**config.mk**
```make
export PLATFORM = sky130hd
export DESIGN_NAME = eq_band_mixer_flat
export DESIGN_NICKNAME = d
export VERILOG_FILES = /design/src/rtl/eq_band_mixer_pkg.sv /design/src/rtl/eq_band_mixer_if.sv /design/src/rtl/eq_band_mixer_gain_ramp.sv /design/src/rtl/eq_band_mixer.sv /design/src/flat_wrapper.sv
export SDC_FILE = /design/constraint.sdc
export NUM_CORES = 1
export LEC_CHECK = 0
export ABC_AREA = 1
export BUFFER_PORTS_ARGS = -buffer_cell sky130_fd_sc_hd__buf_2
export CORE_ASPECT_RATIO = 0.7
export CORE_MARGIN = 3
export CORE_UTILIZATION = 45
export CTS_CLUSTER_SIZE = 24
export DETAILED_ROUTE_END_ITERATION = 10
export HOLD_SLACK_MARGIN = 0.06
export SLEW_MARGIN = 30
export SYNTH_ARGS = -nofsm -noshare
export SYNTH_HDL_FRONTEND = slang
export SYNTH_HIERARCHICAL = 1
export SYNTH_SLANG_ARGS = --single-unit
```
**constraint.sdc**
```tcl
create_clock -name clk -period 7.4 [get_ports clk]
set_clock_uncertainty 0.05 [all_clocks]
set_input_delay 0.74 -clock clk [delete_from_list [all_inputs] [get_ports clk]]
set_output_delay 0.74 -clock clk [all_outputs]
set_load 0.005 [all_outputs]
```
**src/rtl/eq_band_mixer_pkg.sv**
```systemverilog
// Shared types and helpers for the N-band equaliser mixer.
package eq_pkg;

    // Mixer sequencing: capture, one MAC per band, then output.
    typedef enum logic [1:0] {
        IDLE = 2'd0,
        MAC  = 2'd1,
        DONE = 2'd2
    } mix_state_t;

    // Working width for saturation; wide enough for every supported accumulator.
    localparam int SAT_W = 64;

    // Unity gain in Q2.(gain_w-2) format.
    function automatic int unsigned unity_gain(input int unsigned gain_w);
        return 32'd1 << (gain_w - 32'd2);
    endfunction

    // Clamp a signed value to the range of an out_w-bit two's complement number.
    function automatic logic signed [SAT_W-1:0] sat_trunc(input logic signed [SAT_W-1:0] v,
                                                          input int unsigned out_w);
        logic signed [SAT_W-1:0] one;
        logic signed [SAT_W-1:0] hi;
        logic signed [SAT_W-1:0] lo;
        one = 1;
        hi  = (one <<< (out_w - 1)) - one;
        lo  = -hi - one;
        if (v > hi) begin
            return hi;
        end else if (v < lo) begin
            return lo;
        end
        return v;
    endfunction

endpackage

```
**src/rtl/eq_band_mixer_if.sv**
```systemverilog
// Sample-set input handshake and mixed-sample output strobe of the band mixer.
interface eq_band_mixer_if #(
    parameter int DATA_W    = 24,
    parameter int NUM_BANDS = 3,
    parameter int GAIN_W    = 8
) ();
    logic                          in_valid;
    logic                          in_ready;
    logic [NUM_BANDS*DATA_W-1:0]   band_data;
    logic [NUM_BANDS*GAIN_W-1:0]   gain_target;
    logic                          out_valid;
    logic [DATA_W-1:0]             data_out;

    // Source of band samples / consumer of the mixed output.
    modport master (
        output in_valid, band_data, gain_target,
        input  in_ready, out_valid, data_out
    );

    // The mixer itself.
    modport slave (
        input  in_valid, band_data, gain_target,
        output in_ready, out_valid, data_out
    );
endinterface

```
**src/rtl/eq_band_mixer_gain_ramp.sv**
```systemverilog
// Per-band applied gains with slew-limited movement toward a target.
module eq_gain_ramp
    import eq_pkg::*;
#(
    parameter int GAIN_W    = 8,
    parameter int NUM_BANDS = 3,
    parameter int RAMP_STEP = 1,
    parameter int IDX_W     = 2
) (
    input  logic              clk,
    input  logic              reset_n,
    input  logic              upd_i,
    input  logic [IDX_W-1:0]  idx_i,
    input  logic [GAIN_W-1:0] target_i,
    output logic [GAIN_W-1:0] cur_o
);
    localparam int GMAX   = (1 << GAIN_W) - 1;
    localparam int STEP_C = (RAMP_STEP > GMAX) ? GMAX : RAMP_STEP;
    localparam logic [GAIN_W-1:0] UNITY = GAIN_W'(unity_gain(GAIN_W));

    logic [GAIN_W-1:0] gain_q [NUM_BANDS];
    logic [GAIN_W-1:0] gain_d;
    logic [GAIN_W:0]   step;
    logic [GAIN_W:0]   diff;

    assign cur_o = gain_q[idx_i];

    // Move the selected gain toward its target by at most one step, never past it.
    always_comb begin
        step   = (GAIN_W+1)'(STEP_C);
        diff   = '0;
        gain_d = cur_o;
        if (target_i > cur_o) begin
            diff   = {1'b0, target_i} - {1'b0, cur_o};
            gain_d = (diff > step) ? (cur_o + step[GAIN_W-1:0]) : target_i;
        end else if (target_i < cur_o) begin
            diff   = {1'b0, cur_o} - {1'b0, target_i};
            gain_d = (diff > step) ? (cur_o - step[GAIN_W-1:0]) : target_i;
        end
    end

    // Gain register file; only the band being processed is updated.
    always_ff @(posedge clk or negedge reset_n) begin
        if (!reset_n) begin
            for (int b = 0; b < NUM_BANDS; b++) begin
                gain_q[b] <= UNITY;
            end
        end else if (upd_i) begin
            gain_q[idx_i] <= gain_d;
        end
    end
endmodule

```
**src/rtl/eq_band_mixer.sv**
```systemverilog
// N-band equaliser mixer: captures a sample set, accumulates band*gain through one
// shared multiplier, and emits a saturated output sample.
// Optional sticky clip indicator: define EQ_MIX_CLIP_DETECT_EN.
module eq_band_mixer
    import eq_pkg::*;
#(
    parameter int DATA_W    = 24,
    parameter int NUM_BANDS = 3,
    parameter int GAIN_W    = 8,
    parameter int RAMP_STEP = 1
) (
    input  logic            clk,
    input  logic            reset_n,
    eq_band_mixer_if.slave  bus,
    output logic            busy
`ifdef EQ_MIX_CLIP_DETECT_EN
    ,
    output logic            clip_flag,
    input  logic            clip_clear
`endif
);
    localparam int IDX_W  = (NUM_BANDS > 1) ? $clog2(NUM_BANDS) : 1;
    localparam int PROD_W = DATA_W + GAIN_W + 1;
    localparam int ACC_W  = DATA_W + GAIN_W + $clog2(NUM_BANDS) + 1;
    localparam int SHIFT  = GAIN_W - 2;
    localparam logic [IDX_W-1:0] LAST_IDX = IDX_W'(NUM_BANDS - 1);

    mix_state_t               state_q;
    logic [IDX_W-1:0]         idx_q;
    logic signed [DATA_W-1:0] band_q [NUM_BANDS];
    logic signed [ACC_W-1:0]  acc_q;
    logic [DATA_W-1:0]        data_out_q;
    logic                     out_valid_q;
    logic                     in_ready_q;
    logic                     busy_q;

    logic [GAIN_W-1:0]        gain_cur;
    logic [GAIN_W-1:0]        gain_tgt;
    logic signed [DATA_W-1:0] band_sel;
    logic signed [PROD_W-1:0] band_ext;
    logic signed [PROD_W-1:0] gain_ext;
    logic signed [PROD_W-1:0] prod;
    logic signed [ACC_W-1:0]  acc_d;
    logic signed [SAT_W-1:0]  acc_ext;
    logic signed [SAT_W-1:0]  shifted;
    logic signed [SAT_W-1:0]  sat_val;

    assign gain_tgt = bus.gain_target[int'(idx_q)*GAIN_W +: GAIN_W];

    eq_gain_ramp #(
        .GAIN_W    (GAIN_W),
        .NUM_BANDS (NUM_BANDS),
        .RAMP_STEP (RAMP_STEP),
        .IDX_W     (IDX_W)
    ) u_ramp (
        .clk      (clk),
        .reset_n  (reset_n),
        .upd_i    (state_q == MAC),
        .idx_i    (idx_q),
        .target_i (gain_tgt),
        .cur_o    (gain_cur)
    );

    // Shared multiplier, accumulator next value and output scaling/saturation.
    always_comb begin
        band_sel = band_q[idx_q];
        band_ext = PROD_W'(band_sel);
        gain_ext = PROD_W'($signed({1'b0, gain_cur}));
        prod     = band_ext * gain_ext;
        acc_d    = acc_q + ACC_W'(prod);
        acc_ext  = SAT_W'(acc_q);
        shifted  = acc_ext >>> SHIFT;
        sat_val  = sat_trunc(shifted, DATA_W);
    end

    // Control FSM with registered handshake/status outputs and the datapath registers.
    always_ff @(posedge clk or negedge reset_n) begin
        if (!reset_n) begin
            state_q     <= IDLE;
            idx_q       <= '0;
            acc_q       <= '0;
            data_out_q  <= '0;
            out_valid_q <= 1'b0;
            in_ready_q  <= 1'b1;
            busy_q      <= 1'b0;
            for (int b = 0; b < NUM_BANDS; b++) begin
                band_q[b] <= '0;
            end
        end else begin
            case (state_q)
                IDLE: begin
                    out_valid_q <= 1'b0;
                    if (bus.in_valid && in_ready_q) begin
                        for (int b = 0; b < NUM_BANDS; b++) begin
                            band_q[b] <= bus.band_data[b*DATA_W +: DATA_W];
                        end
                        acc_q      <= '0;
                        idx_q      <= '0;
                        in_ready_q <= 1'b0;
                        busy_q     <= 1'b1;
                        state_q    <= MAC;
                    end
                end
                MAC: begin
                    acc_q <= acc_d;
                    if (idx_q == LAST_IDX) begin
                        state_q <= DONE;
                    end else begin
                        idx_q <= idx_q + 1'b1;
                    end
                end
                DONE: begin
                    data_out_q  <= sat_val[DATA_W-1:0];
                    out_valid_q <= 1'b1;
                    in_ready_q  <= 1'b1;
                    busy_q      <= 1'b0;
                    state_q     <= IDLE;
                end
                default: begin
                    state_q    <= IDLE;
                    in_ready_q <= 1'b1;
                    busy_q     <= 1'b0;
                end
            endcase
        end
    end

    assign bus.in_ready  = in_ready_q;
    assign bus.out_valid = out_valid_q;
    assign bus.data_out  = data_out_q;
    assign busy          = busy_q;

`ifdef EQ_MIX_CLIP_DETECT_EN
    logic clip_q;

    // Sticky clip flag: set when saturation changed the output, set beats clear.
    always_ff @(posedge clk or negedge reset_n) begin
        if (!reset_n) begin
            clip_q <= 1'b0;
        end else if ((state_q == DONE) && (sat_val != shifted)) begin
            clip_q <= 1'b1;
        end else if (clip_clear) begin
            clip_q <= 1'b0;
        end
    end

    assign clip_flag = clip_q;
`endif
endmodule
```
**src/flat_wrapper.sv**
```systemverilog
// flat-port wrapper written by rule: the top's interface ports become plain ports
module eq_band_mixer_flat import eq_pkg::*;
#(
    parameter int DATA_W    = 24,
    parameter int NUM_BANDS = 3,
    parameter int GAIN_W    = 8,
    parameter int RAMP_STEP = 1
)
  (clk, reset_n, busy, bus_in_valid, bus_band_data, bus_gain_target, bus_in_ready, bus_out_valid, bus_data_out);
  eq_band_mixer_if #(.DATA_W(DATA_W), .NUM_BANDS(NUM_BANDS), .GAIN_W(GAIN_W)) bus_i ();
  input  logic clk;
  input  logic reset_n;
  output logic busy;
  input wire logic [$bits(bus_i.in_valid)-1:0] bus_in_valid;
  input wire logic [$bits(bus_i.band_data)-1:0] bus_band_data;
  input wire logic [$bits(bus_i.gain_target)-1:0] bus_gain_target;
  output wire logic [$bits(bus_i.in_ready)-1:0] bus_in_ready;
  output wire logic [$bits(bus_i.out_valid)-1:0] bus_out_valid;
  output wire logic [$bits(bus_i.data_out)-1:0] bus_data_out;
  assign bus_i.in_valid = bus_in_valid;
  assign bus_i.band_data = bus_band_data;
  assign bus_i.gain_target = bus_gain_target;
  assign bus_in_ready = bus_i.in_ready;
  assign bus_out_valid = bus_i.out_valid;
  assign bus_data_out = bus_i.data_out;
  eq_band_mixer #(.DATA_W(DATA_W), .NUM_BANDS(NUM_BANDS), .GAIN_W(GAIN_W), .RAMP_STEP(RAMP_STEP)) u_core (.clk(clk), .reset_n(reset_n), .bus(bus_i), .busy(busy));
endmodule
```
[Yosys cells after proc, flatten, opt, wreduce, memory -nomap -nowiden]
Cells that the tools add are included.
Storage, ports and cells
  word-level logic and storage cells: 78
  bits in registers: 162
  output and inout bits: 27
Operators by class
  shifts and indexed selects: 1
  bitwise logic cells: 2
  eq/ne operators: 6
  reductions and logical operators: 10
  magnitude comparators: 8
  add/subtract/negate cells: 6
  multiply operators: 1
  mux-type cells: 31
Operator list (count)
  $mux 24: 5
  $pmux 35 s2: 1
  $mux 8: 7
  $bmux 24 s2: 1
  $add 35x33->35: 1
  $mux 35: 1
  $mul 24x9->33: 1
  $gt 29x24->1 const B: 1
  $lt 29x24->1 const B: 1
  $bwmux 24: 1
  $shiftx 24x6->8: 1
  $gt 9x1->1 const B: 2
  $sub 8x8->9: 2
  $bmux 8 s2: 1
  $demux 8 s2: 1
  $add 8x1->8 const B: 1
  $gt 8x8->1: 1
  $lt 8x8->1: 1
  $mux 2: 4
  $pmux 2 s2: 2
  $reduce_and 2->1: 4
  $sub 8x1->8 const B: 1
  $pmux 1 s2: 3
  $eq 2x2->1 const B: 2
  13 further kinds: 19

[Logic depth before layout (Yosys ltp)]
  word-level depth: 10
  depth in mapped cells: 29
  depth with buffers taken out: 27

[By module]
The synthesis kept the hierarchy.
By module, submodules not included
  eq_band_mixer: area each 14132.3 sq um, seq. area each 3454.6 sq um, instances 1, cells an instance 1854
  eq_gain_ramp: area each 2822.7 sq um, seq. area each 604.3 sq um, instances 1, cells an instance 448

[Least setup slack after synthesis]
No wires, ideal clock.
  path type: register to register
  start point: reg u_core.idx_q[1]
  end point: reg u_core.acc_q[29]
  slack: 1.781 ns
  path buffers: 2
  required time: 7.232 ns
  library setup time: 0.118 ns
  arrival time: 5.451 ns
  cell stages (with the launch flop): 27
  cells stage by stage: dfrtp_1 > buf_6 > inv_2 > nand3_1 > nand3_2 > clkinv_1 > clkbuf_1 > nor2_1 > fa_1 > inv_1 > fa_1 > inv_1 > fa_1 > fa_1 > inv_1 > fa_1 > inv_1 > ha_1 > nand2_1 > nor2_1 > nand2_1 > nor3_1 > nand2_1 > nand2_1 > nand2_1 > nand3_1 > nand2_1
On the way
  longest elaborated chain between the ends: 7
  elaborated cells on any way between the ends: 10
  those cells by class: 1 x add/sub; 1 x mul; 7 x mux; 1 x bitwise
Ends and longest elaborated chain
  start, declared: RTL line eq_band_mixer.sv:29  | logic [IDX_W-1:0] idx_q;
  start signal, assigned: RTL line eq_band_mixer.sv:109  | idx_q <= idx_q + 1'b1;
  $not 2->3 (implied by the code): RTL line eq_band_mixer_gain_ramp.sv:26  | assign cur_o = gain_q[idx_i];
  $bmux 8 s2: RTL line eq_band_mixer_gain_ramp.sv:26
  $mux 8 (implied by the code) (2 in series): RTL line eq_band_mixer_gain_ramp.sv:26
  via u_core.gain_cur[5]: RTL line eq_band_mixer.sv:37  | logic [GAIN_W-1:0] gain_cur;
  $mul 24x9->33: RTL line eq_band_mixer.sv:69  | prod = band_ext * gain_ext;
  $add 35x33->35: RTL line eq_band_mixer.sv:70  | acc_d = acc_q + ACC_W'(prod);
  $pmux 35 s2: RTL line eq_band_mixer.sv:90  | case (state_q)
  end signal, assigned: RTL line eq_band_mixer.sv:81  | acc_q <= '0;
  end signal, assigned: RTL line eq_band_mixer.sv:97  | acc_q <= '0;
  end signal, assigned: RTL line eq_band_mixer.sv:105  | acc_q <= acc_d;
  end, declared: RTL line eq_band_mixer.sv:31  | logic signed [ACC_W-1:0] acc_q;
The timed path passes the listed nets, and every way through them passes these cells. The select of a mux whose other input is x is not followed.
A chain may end at the register's enable or synchronous reset.

[Worst setup path after layout]
  start point: reg u_core.idx_q[1]
  end point: reg u_core.acc_q[34]
On the way
  longest elaborated chain between the ends: 7
  elaborated cells on any way between the ends: 10
  those cells by class: 1 x add/sub; 1 x mul; 7 x mux; 1 x bitwise
Ends and longest elaborated chain (RTL line)
  $not 2->3 (implied by the code) (*): eq_band_mixer_gain_ramp.sv:26, eq_band_mixer.sv:66
  $bmux 24 s2 or $bmux 8 s2 (tied branches): eq_band_mixer.sv:66, eq_band_mixer_gain_ramp.sv:26
  $mux 24 (implied by the code) or $mux 8 (tied branches) (2 in series): eq_band_mixer.sv:66, eq_band_mixer_gain_ramp.sv:26
  $mul 24x9->33 (*): eq_band_mixer.sv:69
  $add 35x33->35 (*): eq_band_mixer.sv:70
  $pmux 35 s2 (*): eq_band_mixer.sv:90
Every way passes the cells marked *; elsewhere a longest branch is shown, timed or not. The select of a mux whose other input is x is not followed.

==> metrics.md <==
| Metric | Value |
|---|---|
| Max incr delay on CP | 0.66 ns |
| Met2 Use GR | between 30% and 40% |
| Layout cell share with drive strength beyond 1 | 11.0% |
| # resized after CTS | 0 |
| CTS Sinks | between 150 and 200 |
| Synthesized flop and latch total | 162 |
| Num CTS Buffers | 17 |
| H-tree depth | 4 |
| Die Footprint | 0.0401 mm^2 |
| Crit Reg-Reg Startpoint | u_core/idx_q[1] |
| Final ANT Viol Nets | 0 |
| Final Instance Area | 0.0187 mm^2 |
| Detailed Routing Iterations Pass 1 | 6 |
| CP max stage cell | dfrtp_1 |
| Setup bufs post-CTS | 0 |
| Area share of the largest cell type after synthesis | 23.3% |
| Most frequent CP cell | nand2_1 |
| Crit path DAT | slightly above 7 ns |
| CP Launch Type | register |
| M1 GR Usage | between 40% and 50% |
| CP required | 7.70 ns |
| Mapped Cells | 2302 |
| Layer with the highest usage | met1 |
| Avg Cell Area, Syn | 7.37 um^2 |
| Met3 Resource Use GR | 6.35% |
| Worst-path fanout max | 23 |
| Critical Path Sink Type | register |
| Reg-to-reg slack, setup | 0.59 ns |
| Outcome | complete, no violations |
| Initial Util | 46.4% |
| Total Routing Usage GR | between 20% and 30% |
| Final setup TNS | 0 ns |
| Initial antenna violation count | 0 |
| Final #Nets | 2789 |
| Clock Pin Slew Worst Setup and Hold Paths | 0.07 ns |
| Most frequent cells in the layout | 689 x nand2_1, 423 x inv_1, 255 x nor2_1 |
| Die height | 168 um |
| Fin crit share | 92.0% |
| DR vias | roughly 15000 |
| Row count | 58 |
| Vias per Instance | 5.14 |
| Maxcap violations | 0 |
| End point of the critical path | u_core/acc_q[34] |
| Final max-slew violation count | 0 |
| Register area | just over 0.004 mm^2 |
| Iteration-0 DRC Markers | 1152 |
| Mapped Nets | 2683 |
| Setup violators final | 0 |
| CTS max path bufs | 2 |
| RSZ-0062 raised after global routing | false |
| Multi-input gate area | 0.0110 mm^2 |
| Drt total wl | 49.6 mm |
| Post-synth cell types | a little over 40 |
| Synth Cell Area | 0.0170 mm^2 |
| Die Wd | 238 um |
| R2R depth | 25 |
| RD Place Congestion | 0.990 |
| Core ar. | 0.0365 mm^2 |
| Clock latency on the worst-skew pair | 0.46 ns |
| Synth top area cells | dfrtp_1 23%, fa_1 22%, nand2_1 15% |
| Final Util | 51.2% |
| Yosys Warn Count | 6 |
| Area grow syn2layout | 10.2% |
| First-pass GRT wire length | 81.2 mm |
| Kind of critical path | register to register |
| Pin count of the biggest net entering global routing | 105 |
| Buffers on Ports | approximately 130 |
| DR WL/cell | 17.1 um |
| Min cycle time layout | 6.81 ns |
| Number of global-route vias before repair | 14793 |
| CTS tree | built |
| DRC Markers | 0 |
| Worst setup startpoint | u_core/idx_q[1] |
| # IOs | 126 |
| HP Class | input port to asynchronous set/reset pin |
| Commonest non-fill, non-tap cell in the layout | nand2_1 |
| Cell taking the most area after synthesis | dfrtp_1 |
| Slew at the pin with the worst max-slew slack | 0.937 ns |
| Ant. Diodes | 0 |
| GR Overflow Total | 0 |
| Clk root buf | clkbuf_16 |
| Hold_ws | roughly 0.31 ns |
| Fin. Hold Viols | 0 |
| Fill cell count | 3624 |
| Seq/Total Area, Yosys | 23.9% |
| Detail Placement HPWL | 39.9 mm |
| Post-CTS Hold Buffers | 0 |
| Critical R2R Capture | u_core/acc_q[34] |
| Slew headroom | 37.4% |
| Maximum clock rate | 0.147 GHz |
| Placed cell area | 0.0181 mm^2 |
## flip-flops by register name, summed over array words and instances (netlist names)
signal	cells
u_core/bus.data_out	24
u_core/bus.in_ready	1
u_core/bus.out_valid	1
u_core/band_q	72
u_core/u_ramp/gain_q	24
u_core/acc_q	35
u_core/busy	1
u_core/state_q	2
u_core/idx_q	2
## metrics by stage
stage	cells	setup slack [ns]
2_1_floorplan	2302	1.78
3_3_place_gp	2869	0.709
5_1_grt	2901	0.0825
6_report	2901	0.590
4_1_cts	2901	0.601
3_5_place_dp	2869	0.649
## synthesized netlist by cell type
| cell type | instances |
|---|---|
| or2_2 | 2 |
| fa_1 | 185 |
| a21boi_0 | 1 |
| o22ai_1 | 11 |
| nand3_1 | 89 |
| o21bai_1 | 4 |
| o21a_1 | 1 |
| a21oi_1 | 73 |
| dfstp_2 | 4 |
| ha_1 | 97 |
| nand3b_1 | 4 |
| nand3_2 | 17 |
| buf_4 | 4 |
| o21ai_2 | 17 |
| o21ai_0 | 109 |
| clkinv_1 | 3 |
| a22o_1 | 2 |
| clkbuf_1 | 32 |
| nand4_1 | 18 |
| nor2_1 | 256 |
| xnor2_1 | 9 |
| buf_6 | 3 |
| nand2_4 | 1 |
| inv_1 | 423 |
| a32oi_1 | 1 |
| inv_2 | 19 |
| nand2_2 | 7 |
| nand2_1 | 689 |
| nor2_2 | 13 |
| xor2_1 | 5 |
| nor3_1 | 10 |
| nand3_4 | 2 |
| or2_1 | 1 |
| o41ai_4 | 1 |
| buf_2 | 16 |
| clkinv_2 | 1 |
| o21ai_1 | 6 |
| dfrtp_1 | 158 |
| nor2_4 | 4 |
| nor2_8 | 3 |
| a21oi_2 | 1 |
## kinds of logic after synthesis
| group | Yosys count | synth area share [%] |
|---|---|---|
| xor gates and xnor gates | 14 | 0.723 |
| AOI/OAI and AO/OA | 227 | 7.47 |
| and+or+nand+nor | 1116 | 27.4 |
| DFF | 162 | 23.9 |
| buffers and inverters | 501 | 11.4 |
| adders and majority gates | 282 | 29.0 |
## how the worst min path moves through the flow
stage	from	endpoint	slack [ns]	cells past startpoint
final	reset_n	u_core/band_q[53]	0.31	1
after global routing	reset_n	u_core/band_q[53]	0.38	1
after CTS	reset_n	u_core/band_q[53]	0.39	1
after floorplan	reset_n	u_core/acc_q[0]	0.39	0
after detailed placement	u_core/band_q[45]	u_core/band_q[45]	0.41	2
after global placement	u_core/band_q[25]	u_core/band_q[25]	0.41	2
## metal layers
metal | routed length, um | part of all wire (%) | up-vias
met5 | 0 | 0 | -
met4 | 626 | 1.3 | 0
met3 | 4380 | 8.8 | 34
met2 | 19500 | 39 | 546
met1 | 25100 | 51 | 7162
li1 | - | - | 7159
## final cells by class
class                   count  share of cell area [%]
inverters                 446                    8.97
clock inverters            15                    1.03
flip-flops and latches    162                    21.7
repair buffers            142                    4.08
multi-input cells        1639                    58.7
well taps                 480                    3.22
clock buffers              17                    2.28
## critical path, delay by kind of cell, from the launching register on
kind / cells / cell delay, ns
adders and majority gates: 6 / 3.02
and+or+nand+nor: 11 / 1.39
buffers and inverters: 7 / 1.10
DFF: 1 / 0.66
AOI/OAI and AO/OA: 1 / 0.47
Power is not shown: default switching activity piles up to over one toggle a cycle in this logic, so the estimate is an artifact.
